--- src/rtl/raw10_ctrl_pkg.sv ---
// Shared types and constants for the RAW10 frame/line sequencer.
// Error codes are ordered so that a larger value means a higher reporting priority.
package raw10_ctrl_pkg;

    localparam int unsigned lane_width_default = 4;

    typedef enum logic [2:0] {
        IDLE,
        FRAME,
        LINE,
        GAP,
        TAIL
    } ctrl_state_t;

    typedef enum logic [1:0] {
        ERR_NONE  = 2'd0,
        ERR_SEQ   = 2'd1,
        ERR_WC    = 2'd2,
        ERR_TRUNC = 2'd3
    } err_t;

endpackage

--- src/rtl/raw10_down_timer.sv ---
// Loadable down-counter; done is high during the last counted cycle (value 1),
// so a load of N keeps the owner busy for exactly N cycles.
module raw10_down_timer #(
    parameter int unsigned width = 8
) (
    input  logic             clk,
    input  logic             rstn,
    input  logic             load,
    input  logic [width-1:0] load_val,
    output logic             done
);

    logic [width-1:0] cnt;

    // NOTE: sequential state is written only with non-blocking assignments so every
    // register samples the pre-edge values of its neighbours.
    always_ff @(posedge clk or negedge rstn) begin
        if (!rstn) begin
            cnt <= '0;
        end else if (load) begin
            cnt <= load_val;
        end else if (cnt != '0) begin
            cnt <= cnt - width'(1);
        end
    end

    assign done = (cnt == width'(1));

endmodule

--- src/rtl/raw10_frame_ctrl.sv ---
// Frame/line sequencer driving fv_8bit/lv_8bit of the 4-lane RAW10 converter from
// decoded CSI-2 packet events, with line/frame counting and protocol-error pulses.
module raw10_frame_ctrl
    import raw10_ctrl_pkg::*;
#(
    parameter int unsigned lane_width = lane_width_default,
    parameter int unsigned wc_width   = 16,
    parameter int unsigned lv_gap     = 4,
    parameter int unsigned fv_tail    = 8,
    parameter int unsigned line_bits  = 12
) (
    input  logic                 clk,
    input  logic                 rstn,
    input  logic                 fs,
    input  logic                 fe,
    input  logic                 lp_start,
    input  logic [wc_width-1:0]  wc,
    input  logic                 payload_en,
    output logic                 fv_8bit,
    output logic                 lv_8bit,
    output logic [line_bits-1:0] line_cnt,
    output logic [line_bits-1:0] last_lines,
    output logic [15:0]          frame_cnt,
    output logic                 err_seq,
    output logic                 err_trunc,
    output logic                 err_wc
);

    localparam int unsigned lane_shift = $clog2(lane_width);
    localparam int unsigned gap_w      = $clog2(lv_gap + 1);
    localparam int unsigned tail_w     = $clog2(fv_tail + 1);

    ctrl_state_t         state, state_nxt;
    err_t                err_nxt;
    logic [wc_width-1:0] beat_cnt;
    logic [wc_width:0]   wc_round;
    logic [wc_width-1:0] beats;
    logic                fe_pend;
    logic                beat_load, beat_dec, line_inc, gap_load, tail_load, frame_done;
    logic                lv_nxt, seq_c, wc_c, trunc_c;
    logic                gap_done, tail_done;

    // Round the byte count up to whole beats; the extra bit absorbs the carry.
    assign wc_round = {1'b0, wc} + (wc_width + 1)'(lane_width - 1);
    assign beats    = wc_width'(wc_round >> lane_shift);

    raw10_down_timer #(.width(gap_w)) u_gap_timer (
        .clk      (clk),
        .rstn     (rstn),
        .load     (gap_load),
        .load_val (gap_w'(lv_gap)),
        .done     (gap_done)
    );

    raw10_down_timer #(.width(tail_w)) u_tail_timer (
        .clk      (clk),
        .rstn     (rstn),
        .load     (tail_load),
        .load_val (tail_w'(fv_tail)),
        .done     (tail_done)
    );

    // NOTE: every signal written here gets a default first, so no path can infer a latch.
    always_comb begin
        state_nxt  = state;
        beat_load  = 1'b0;
        beat_dec   = 1'b0;
        line_inc   = 1'b0;
        gap_load   = 1'b0;
        tail_load  = 1'b0;
        frame_done = 1'b0;
        lv_nxt     = 1'b0;
        seq_c      = 1'b0;
        wc_c       = 1'b0;
        trunc_c    = 1'b0;

        unique case (state)
            IDLE: begin
                if (fs) state_nxt = FRAME;
                seq_c = fe | lp_start | payload_en;
            end
            FRAME: begin
                if (fe) begin
                    tail_load = 1'b1;
                    state_nxt = TAIL;
                    seq_c     = fs | lp_start | payload_en;
                end else if (lp_start) begin
                    if (wc != '0) begin
                        beat_load = 1'b1;
                        state_nxt = LINE;
                    end else begin
                        wc_c = 1'b1;
                    end
                    seq_c = fs | payload_en;
                end else begin
                    seq_c = fs | payload_en;
                end
            end
            LINE: begin
                if (fe) begin
                    trunc_c   = 1'b1;
                    tail_load = 1'b1;
                    state_nxt = TAIL;
                end else if (lp_start) begin
                    seq_c = 1'b1;
                end else begin
                    seq_c = fs;
                    if (payload_en) begin
                        beat_dec = 1'b1;
                        lv_nxt   = 1'b1;
                        if (beat_cnt == wc_width'(1)) begin
                            line_inc  = 1'b1;
                            gap_load  = 1'b1;
                            state_nxt = GAP;
                        end
                    end
                end
            end
            GAP: begin
                // A frame end seen here is honoured only once the gap has elapsed.
                seq_c = fs | lp_start | payload_en;
                if (gap_done) begin
                    if (fe || fe_pend) begin
                        tail_load = 1'b1;
                        state_nxt = TAIL;
                    end else begin
                        state_nxt = FRAME;
                    end
                end
            end
            TAIL: begin
                seq_c = fs | fe | lp_start | payload_en;
                if (tail_done) begin
                    frame_done = 1'b1;
                    state_nxt  = IDLE;
                end
            end
            default: state_nxt = IDLE;
        endcase

        if (trunc_c)    err_nxt = ERR_TRUNC;
        else if (wc_c)  err_nxt = ERR_WC;
        else if (seq_c) err_nxt = ERR_SEQ;
        else            err_nxt = ERR_NONE;
    end

    always_ff @(posedge clk or negedge rstn) begin
        if (!rstn) begin
            state      <= IDLE;
            beat_cnt   <= '0;
            fe_pend    <= 1'b0;
            line_cnt   <= '0;
            last_lines <= '0;
            frame_cnt  <= '0;
            fv_8bit    <= 1'b0;
            lv_8bit    <= 1'b0;
            err_seq    <= 1'b0;
            err_trunc  <= 1'b0;
            err_wc     <= 1'b0;
        end else begin
            state   <= state_nxt;
            fe_pend <= (state == GAP && state_nxt == GAP) ? (fe_pend | fe) : 1'b0;

            if (beat_load)     beat_cnt <= beats;
            else if (beat_dec) beat_cnt <= beat_cnt - wc_width'(1);

            if (frame_done) begin
                last_lines <= line_cnt;
                line_cnt   <= '0;
                frame_cnt  <= frame_cnt + 16'd1;
            end else if (line_inc && line_cnt != '1) begin
                line_cnt <= line_cnt + line_bits'(1);
            end

            fv_8bit   <= (state_nxt != IDLE);
            lv_8bit   <= lv_nxt;
            err_seq   <= (err_nxt == ERR_SEQ);
            err_wc    <= (err_nxt == ERR_WC);
            err_trunc <= (err_nxt == ERR_TRUNC);
        end
    end

endmodule

--- config.mk ---
export PLATFORM = sky130hd
export DESIGN_NAME = raw10_frame_ctrl
export DESIGN_NICKNAME = d
export VERILOG_FILES = /design/src/rtl/raw10_ctrl_pkg.sv /design/src/rtl/raw10_down_timer.sv /design/src/rtl/raw10_frame_ctrl.sv
export SDC_FILE = /design/constraint.sdc
export NUM_CORES = 1
export LEC_CHECK = 0
export ABC_CLOCK_PERIOD_IN_PS = 2950
export BUFFER_PORTS_ARGS = -buffer_cell sky130_fd_sc_hd__buf_2
export CAP_MARGIN = 20
export CELL_PAD_IN_SITES_DETAIL_PLACEMENT = 0
export CELL_PAD_IN_SITES_GLOBAL_PLACEMENT = 1
export CORE_MARGIN = 2
export CORE_UTILIZATION = 43
export DETAILED_ROUTE_END_ITERATION = 10
export PLACE_DENSITY = 0.85
export REMOVE_ABC_BUFFERS = 1
export SYNTH_ARGS = -nofsm -noshare
export SYNTH_HDL_FRONTEND = slang
export SYNTH_SLANG_ARGS = --single-unit
export TNS_END_PERCENT = 100
--- constraint.sdc ---
create_clock -name clk -period 2.95 [get_ports clk]
set_clock_uncertainty 0.2 [all_clocks]
set_input_delay 0.4425 -clock clk [delete_from_list [all_inputs] [get_ports clk]]
set_output_delay 0.4425 -clock clk [all_outputs]
set_load 0.01 [all_outputs]
Word level (Yosys, flattened, before mapping)
Index checks and enable logic that the tools add are counted.
{"block": "op_classes", "mux": 52, "eq_ne": 12, "n_addsub": 6, "bitwise": 9, "reduce_logical": 13}
{"cell": "3-bit 2-to-1 mux", "count": 13}
{"cell": "16-bit 2-to-1 mux", "count": 2}
{"cell": "1-bit 2-to-1 mux", "count": 28}
{"cell": "12-bit 2-to-1 mux", "count": 2}
{"cell": "16-bit by 2-bit adder with 17-bit output, second input constant", "count": 1}
{"cell": "16-bit by 1-bit adder with 16-bit output, second input constant", "count": 1}
{"cell": "16-bit by 1-bit == test with 1-bit output, second input constant", "count": 1}
{"cell": "16-bit nonzero test", "count": 1}
{"cell": "16-bit by 1-bit subtractor with 16-bit output, second input constant", "count": 1}
{"cell": "3-bit one-hot mux with 5 select lines", "count": 1}
{"cell": "12-bit by 1-bit adder with 12-bit output, second input constant", "count": 1}
{"cell": "12-bit inequality test, second input constant", "count": 1}
{"cell": "3-bit by 2-bit == test with 1-bit output, second input constant", "count": 3}
{"cell": "1-bit OR", "count": 9}
{"cell": "4-bit 2-to-1 mux", "count": 2}
{"cell": "2-bit nonzero test", "count": 4}
{"cell": "3-bit by 1-bit == test with 1-bit output, second input constant", "count": 2}
{"cell": "3-bit nonzero test", "count": 2}
{"cell": "1-bit one-hot mux with 5 select lines", "count": 1}
{"cell": "2-bit == test, second input constant", "count": 2}
{"cell": "4-bit by 1-bit == test with 1-bit output, second input constant", "count": 1}
{"cell": "2-bit 2-to-1 mux", "count": 2}
{"cell": "4-bit nonzero test", "count": 1}
{"cell": "4-bit by 1-bit subtractor with 4-bit output, second input constant", "count": 1}
{"cell": "other kinds (8)", "count": 9}
{"block": "totals", "word_cells": 105, "inputBits": 22, "reg_bits": 72, "out_inout_bits": 45}

Longest topological paths before layout
{"block": "depth", "depth_word": 9, "depth_mapped": 8}

Hierarchy
From an unflattened synthesis, not the netlist that was laid out.
{"block": "hier_totals", "cells_unflattened": 416, "area_unflattened_um2": 3952.5}
{"module": "raw10_frame_ctrl", "area_per_inst_um2": 3468.3, "cells_per_inst": 370, "instances": 1, "seq_area_each_um2": 1626.6}
{"module": "raw10_down_timer at u_tail_timer", "area_per_inst_um2": 265.3, "cells_per_inst": 24, "instances": 1, "seq_area_each_um2": 100.1}
{"module": "raw10_down_timer at u_gap_timer", "area_per_inst_um2": 219.0, "cells_per_inst": 22, "instances": 1, "seq_area_each_um2": 75.1}

Least setup slack after synthesis
OpenSTA, ideal clock, no wires.
{"block": "synth_timing", "path_kind": "reg-to-reg", "startpoint": "register beat_cnt[2]", "endpoint": "register line_cnt[5]", "n_path_buf": 1, "setup_slack_ns": 0.577, "stages_incl_launch_ff": 7, "arrival_time_ns": 2.095, "setup_ns": 0.078, "period_less_slack_ns": 2.373, "cell_sequence": "dfrtp_1 or4_4 nor4b_4 o211ai_2 buf_6 or3_1 a21oi_1"}
{"block": "synth_between", "elab_chain_len": 8}
{"element": "start: declaration", "line": "raw10_frame_ctrl.sv:35", "source": "logic [wc_width-1:0] beat_cnt;"}
{"element": "start signal: assignment", "line": "raw10_frame_ctrl.sv:164", "source": "if (beat_load) beat_cnt <= beats;"}
{"element": "start signal: assignment", "line": "raw10_frame_ctrl.sv:165", "source": "else if (beat_dec) beat_cnt <= beat_cnt - wc_width'(1);"}
{"element": "16-bit by 1-bit == test with 1-bit output", "line": "raw10_frame_ctrl.sv:111", "source": "if (beat_cnt == wc_width'(1)) begin"}
{"element": "1-bit 2-to-1 mux", "line": "raw10_frame_ctrl.sv:111"}
{"element": "1-bit 2-to-1 mux", "line": "raw10_frame_ctrl.sv:108", "source": "if (payload_en) begin"}
{"element": "1-bit 2-to-1 mux", "line": "raw10_frame_ctrl.sv:104", "source": "end else if (lp_start) begin"}
{"element": "1-bit 2-to-1 mux", "line": "raw10_frame_ctrl.sv:100", "source": "if (fe) begin"}
{"element": "1-bit 2-to-1 mux", "line": "raw10_frame_ctrl.sv:77", "source": "unique case (state)"}
{"element": "1-bit logical AND", "line": "raw10_frame_ctrl.sv:171", "source": "end else if (line_inc && line_cnt != '1) begin"}
{"element": "2-bit nonzero test (no line)"}
{"element": "end signal: assignment", "line": "raw10_frame_ctrl.sv:172", "source": "line_cnt <= line_cnt + line_bits'(1);"}
{"element": "end: declaration", "line": "raw10_frame_ctrl.sv:21", "source": "output logic [line_bits-1:0] line_cnt,"}
Every way passes these cells.
A chain may end at the register's enable or synchronous reset.

Final worst setup path
{"block": "layout_timing", "startpoint": "register beat_cnt[2]", "endpoint": "register line_cnt[8]"}
The elaborated chain is that of the path after synthesis.

==> metrics.md <==
| Metric | Value |
|---|---|
| Status | finished clean |
| Core ar. | around 8700 µm² |
| First-pass GRT wire length | 14000 µm |
| RSZ-0062 raised after global routing | false |
| Leakage Power | roughly 2.2 nW |
| Cell family with most CP delay | simple AND/OR/NAND/NOR gates |
| Row cnt | 34 |
| Post-CTS setup buffers | 0 |
| Dpl ws | 0.234 ns |
| Area growth syn-to-layout | 17.8% |
| Hold crit path type | in -> async |
| Bufs and invs on worst path | 0 |
| Least-Margin Pin Slew | 1.01 ns |
| Post-synth top area share | 46.5% |
| Final setup vio count | 0 |
| GPL Wtd Cong | around 0.84 |
| Crit path from | beat_cnt[2] |
| Hold_buf cts | 0 |
| Synth warnings | 0 |
| CTS tree | done |
| Nets | 532 |
| Post-CTS resize count | 0 |
| Sequential area share after synthesis | 46.5% |
| Root Driver | clkbuf_8 |
| Grt ovf | 0 |
| CP peak stage delay | 0.59 ns |
| Critical path fanouts, max | 11 |
| Inserted Clock Buffers | 9 |
| Initial Util | 44.4% |
| CTS sink cnt | 72 |
| CTS clk-pin slew, worst paths | 0.09 ns |
| Mapped Cells | 423 |
| Worst EP arrival | 2.82 ns |
| Cell accounting for the most synthesized area | dfrtp_1 |
| Detail Placement HPWL | roughly 5900 µm |
| Mean Syn Cell Area | 9.16 µm² |
| H-tree levels | 3 |
| Compound-gate portion of the synthesized area | 9.27% |
| Max-slew violations | 0 |
| Vias per inst | around 5.4 |
| 1st-iter DRT viols | 115 |
| Slowest cell on the critical path | or4_4 |
| Post-DP Area | 4380 µm² |
| Vias in the first global route | ~3k |
| P per Cell Area | 655 nW/µm² |
| Post-Synth XOR/XNOR Area | 9.72% |
| CP Launch Type | register |
| Worst r2r path cells | 5 |
| Tcrit/Tclk final | between 90 and 100% |
| WP data required | 3.03 ns |
| Max-cap violations | 0 |
| Synth Cell Area | 3870 µm² |
| Final instance area | roughly 4600 µm² |
| GRT Overall Usage | 17.6% |
| Most used DFF post-synth | dfrtp_1 |
| Initial antenna violation count | 0 |
| Ports | 67 |
| Vias | 3288 |
| # diodes | 0 |
| Min Tclk post-route | approximately 2.7 ns |
| Clock buffer depth | 2 |
| Synth area leaders | dfrtp_1 47%, nand2_1 7.1%, xor2_1 5.4%, xnor2_1 4.3%, nor2_1 3.5% |
| Critical R2R Capture | line_cnt[8] |
| Largest net degree at the start of global routing | 73 |
| DR DRC count | 0 |
| Synth unique cells | 50 |
| Die height | a little under 100 µm |
| Rel. slew slack | 32.2% |
| Post-synthesis mux area share | 1.55% |
| Final core utilization | a little over half |
| Critical path class | reg -> reg |
| Flop2flop setup slack | 0.21 ns |
| EDFF count, synth | 0 |
| Worst-Skew Late Latency | about 0.36 ns |
| Final hold violations | 0 |
| Worst setup EP type | register |
| Crit path cell chain | or4_4, nor4b_4, nand2_1, or4_1, a21oi_1 |
| Synth Area in Adders | 3.23% |
| Layout cells sized above 1 | 20.4% |
| FILL cells | ~800 |
| Final worst slack | 0.210 ns |
| Worst r2r src | beat_cnt[2] |
| FMAX | 365 MHz |
| Drt first pass iters | 4 |
| Die W | 98.9 µm |
| Largest family of logic cells by synthesized area | simple AND/OR/NAND/NOR gates |
| ANT nets after route | 0 |
| Final wirelength | 8270 µm |
| Seq cells post-synth | 72 |
| VDD IR max | about 300 µV |
| Port bufs | 66 |
| Synth async-reset ratio | 100% |
| DIE AREA | a little under 10000 µm² |
| Fin Setup TNS | 0 ns |
| Synth Area in Simple Gates | 26.5% |
| Wire length per cell | 13.5 µm |
## how the worst max path moves through the flow
| stage | to | slack, ns | cells after the start |
|---|---|---|---|
| global placement | line_cnt[8] | 0.30 | 5 |
| floorplan | line_cnt[8] | 0.43 | 5 |
| detailed placement | line_cnt[8] | 0.23 | 5 |
| CTS | line_cnt[8] | 0.22 | 5 |
| global route | line_cnt[8] | 0.06 | 5 |
| finish | line_cnt[8] | 0.21 | 5 |
## state kept, by name (all words and copies together), names as in the netlist
signal            cells
state                 3
err_trunc             1
u_tail_timer.cnt      4
fv_8bit               1
fe_pend               1
beat_cnt             16
lv_8bit               1
last_lines           12
err_wc                1
frame_cnt            16
u_gap_timer.cnt       3
line_cnt             12
err_seq               1
## cell families after synthesis
logic type,after synthesis
muxes,6
xor gates and xnor gates,43
AOI/OAI and AO/OA,56
buffers and inverters,31
DFF,72
adders and majority gates,10
and+or+nand+nor,205
## metrics by stage
step	cells	power, W	hold slack, ns
2_1_floorplan	409	0.00198	-0.0531
3_3_place_gp	597	0.00225	0.251
3_5_place_dp	597	0.00228	0.257
4_1_cts	613	0.00301	0.119
5_1_grt	613	0.00320	0.185
6_report	613	0.00299	0.0853
## cell usage after synthesis, types with 2 or more instances
cell type,number
nand2_1,73
dfrtp_1,72
nor2_1,36
xor2_1,24
nand3_1,21
xnor2_1,19
inv_1,17
nor3_1,16
o21ai_0,16
a21oi_1,15
ha_1,10
nand4_1,10
nor4_1,9
clkbuf_1,8
a211oi_1,7
mux2i_1,6
or3_1,6
o211ai_1,5
nand2b_1,4
nor2b_1,4
and2_1,3
buf_1,3
nand4b_1,3
and3_1,2
and4_1,2
and4b_1,2
buf_2,2
nand3b_1,2
nor3b_1,2
nor4b_1,2
o31ai_1,2
or4_1,2
## worst reg2reg max path, stage by stage, from the launching register on
cell,delay (ns)
dfrtp_1,0.44
or4_4,0.59
nor4b_4,0.41
nand2_1,0.31
or4_1,0.56
a21oi_1,0.16
## power by group
part | switching, W | internal (W) | total, W
sequential | 0.000202 | 0.00118 | 0.00139
combinational | 0.000478 | 0.000395 | 0.000874
clock | 0.000416 | 0.000312 | 0.000728
## layout make-up
cell class,count,area (µm²),share of cell area (%)
Clock buffer,9,124,2.72
Clock inverter,7,56.3,1.23
Sequential cell,72,1800,39.5
Multi-Input combinational cell,320,1950,42.6
Inverter,17,63.8,1.40
Timing Repair Buffer,80,435,9.54
Tap cell,108,135,2.96
## cell usage in the layout (no fill, tap or decap), drive strengths merged, types with 3 or more instances in the layout
cell type / instances
nand2: 73
nand4b: 3
o21ai: 16
nor2: 36
o211ai: 6
and2: 3
clkbuf: 9
ha: 10
nand3: 21
mux2i: 6
xnor2: 19
or4: 3
inv: 18
clkinv: 5
a21oi: 15
dfrtp: 72
nor4b: 3
nor2b: 4
xor2: 24
nor4: 9
or3: 7
nand2b: 4
buf: 80
nand4: 10
nor3: 16
and3: 3
a211oi: 7
## metal layers
metal,vias to the layer above,GRT usage (%),part of all wire [%]
met5,-,0,0
met4,0,8.54,2.0
met3,13,2.70,3.9
met2,64,27.5,46
met1,1582,23.9,48
li1,1629,-,-
Note: power is estimated with default switching activity, not from simulation.
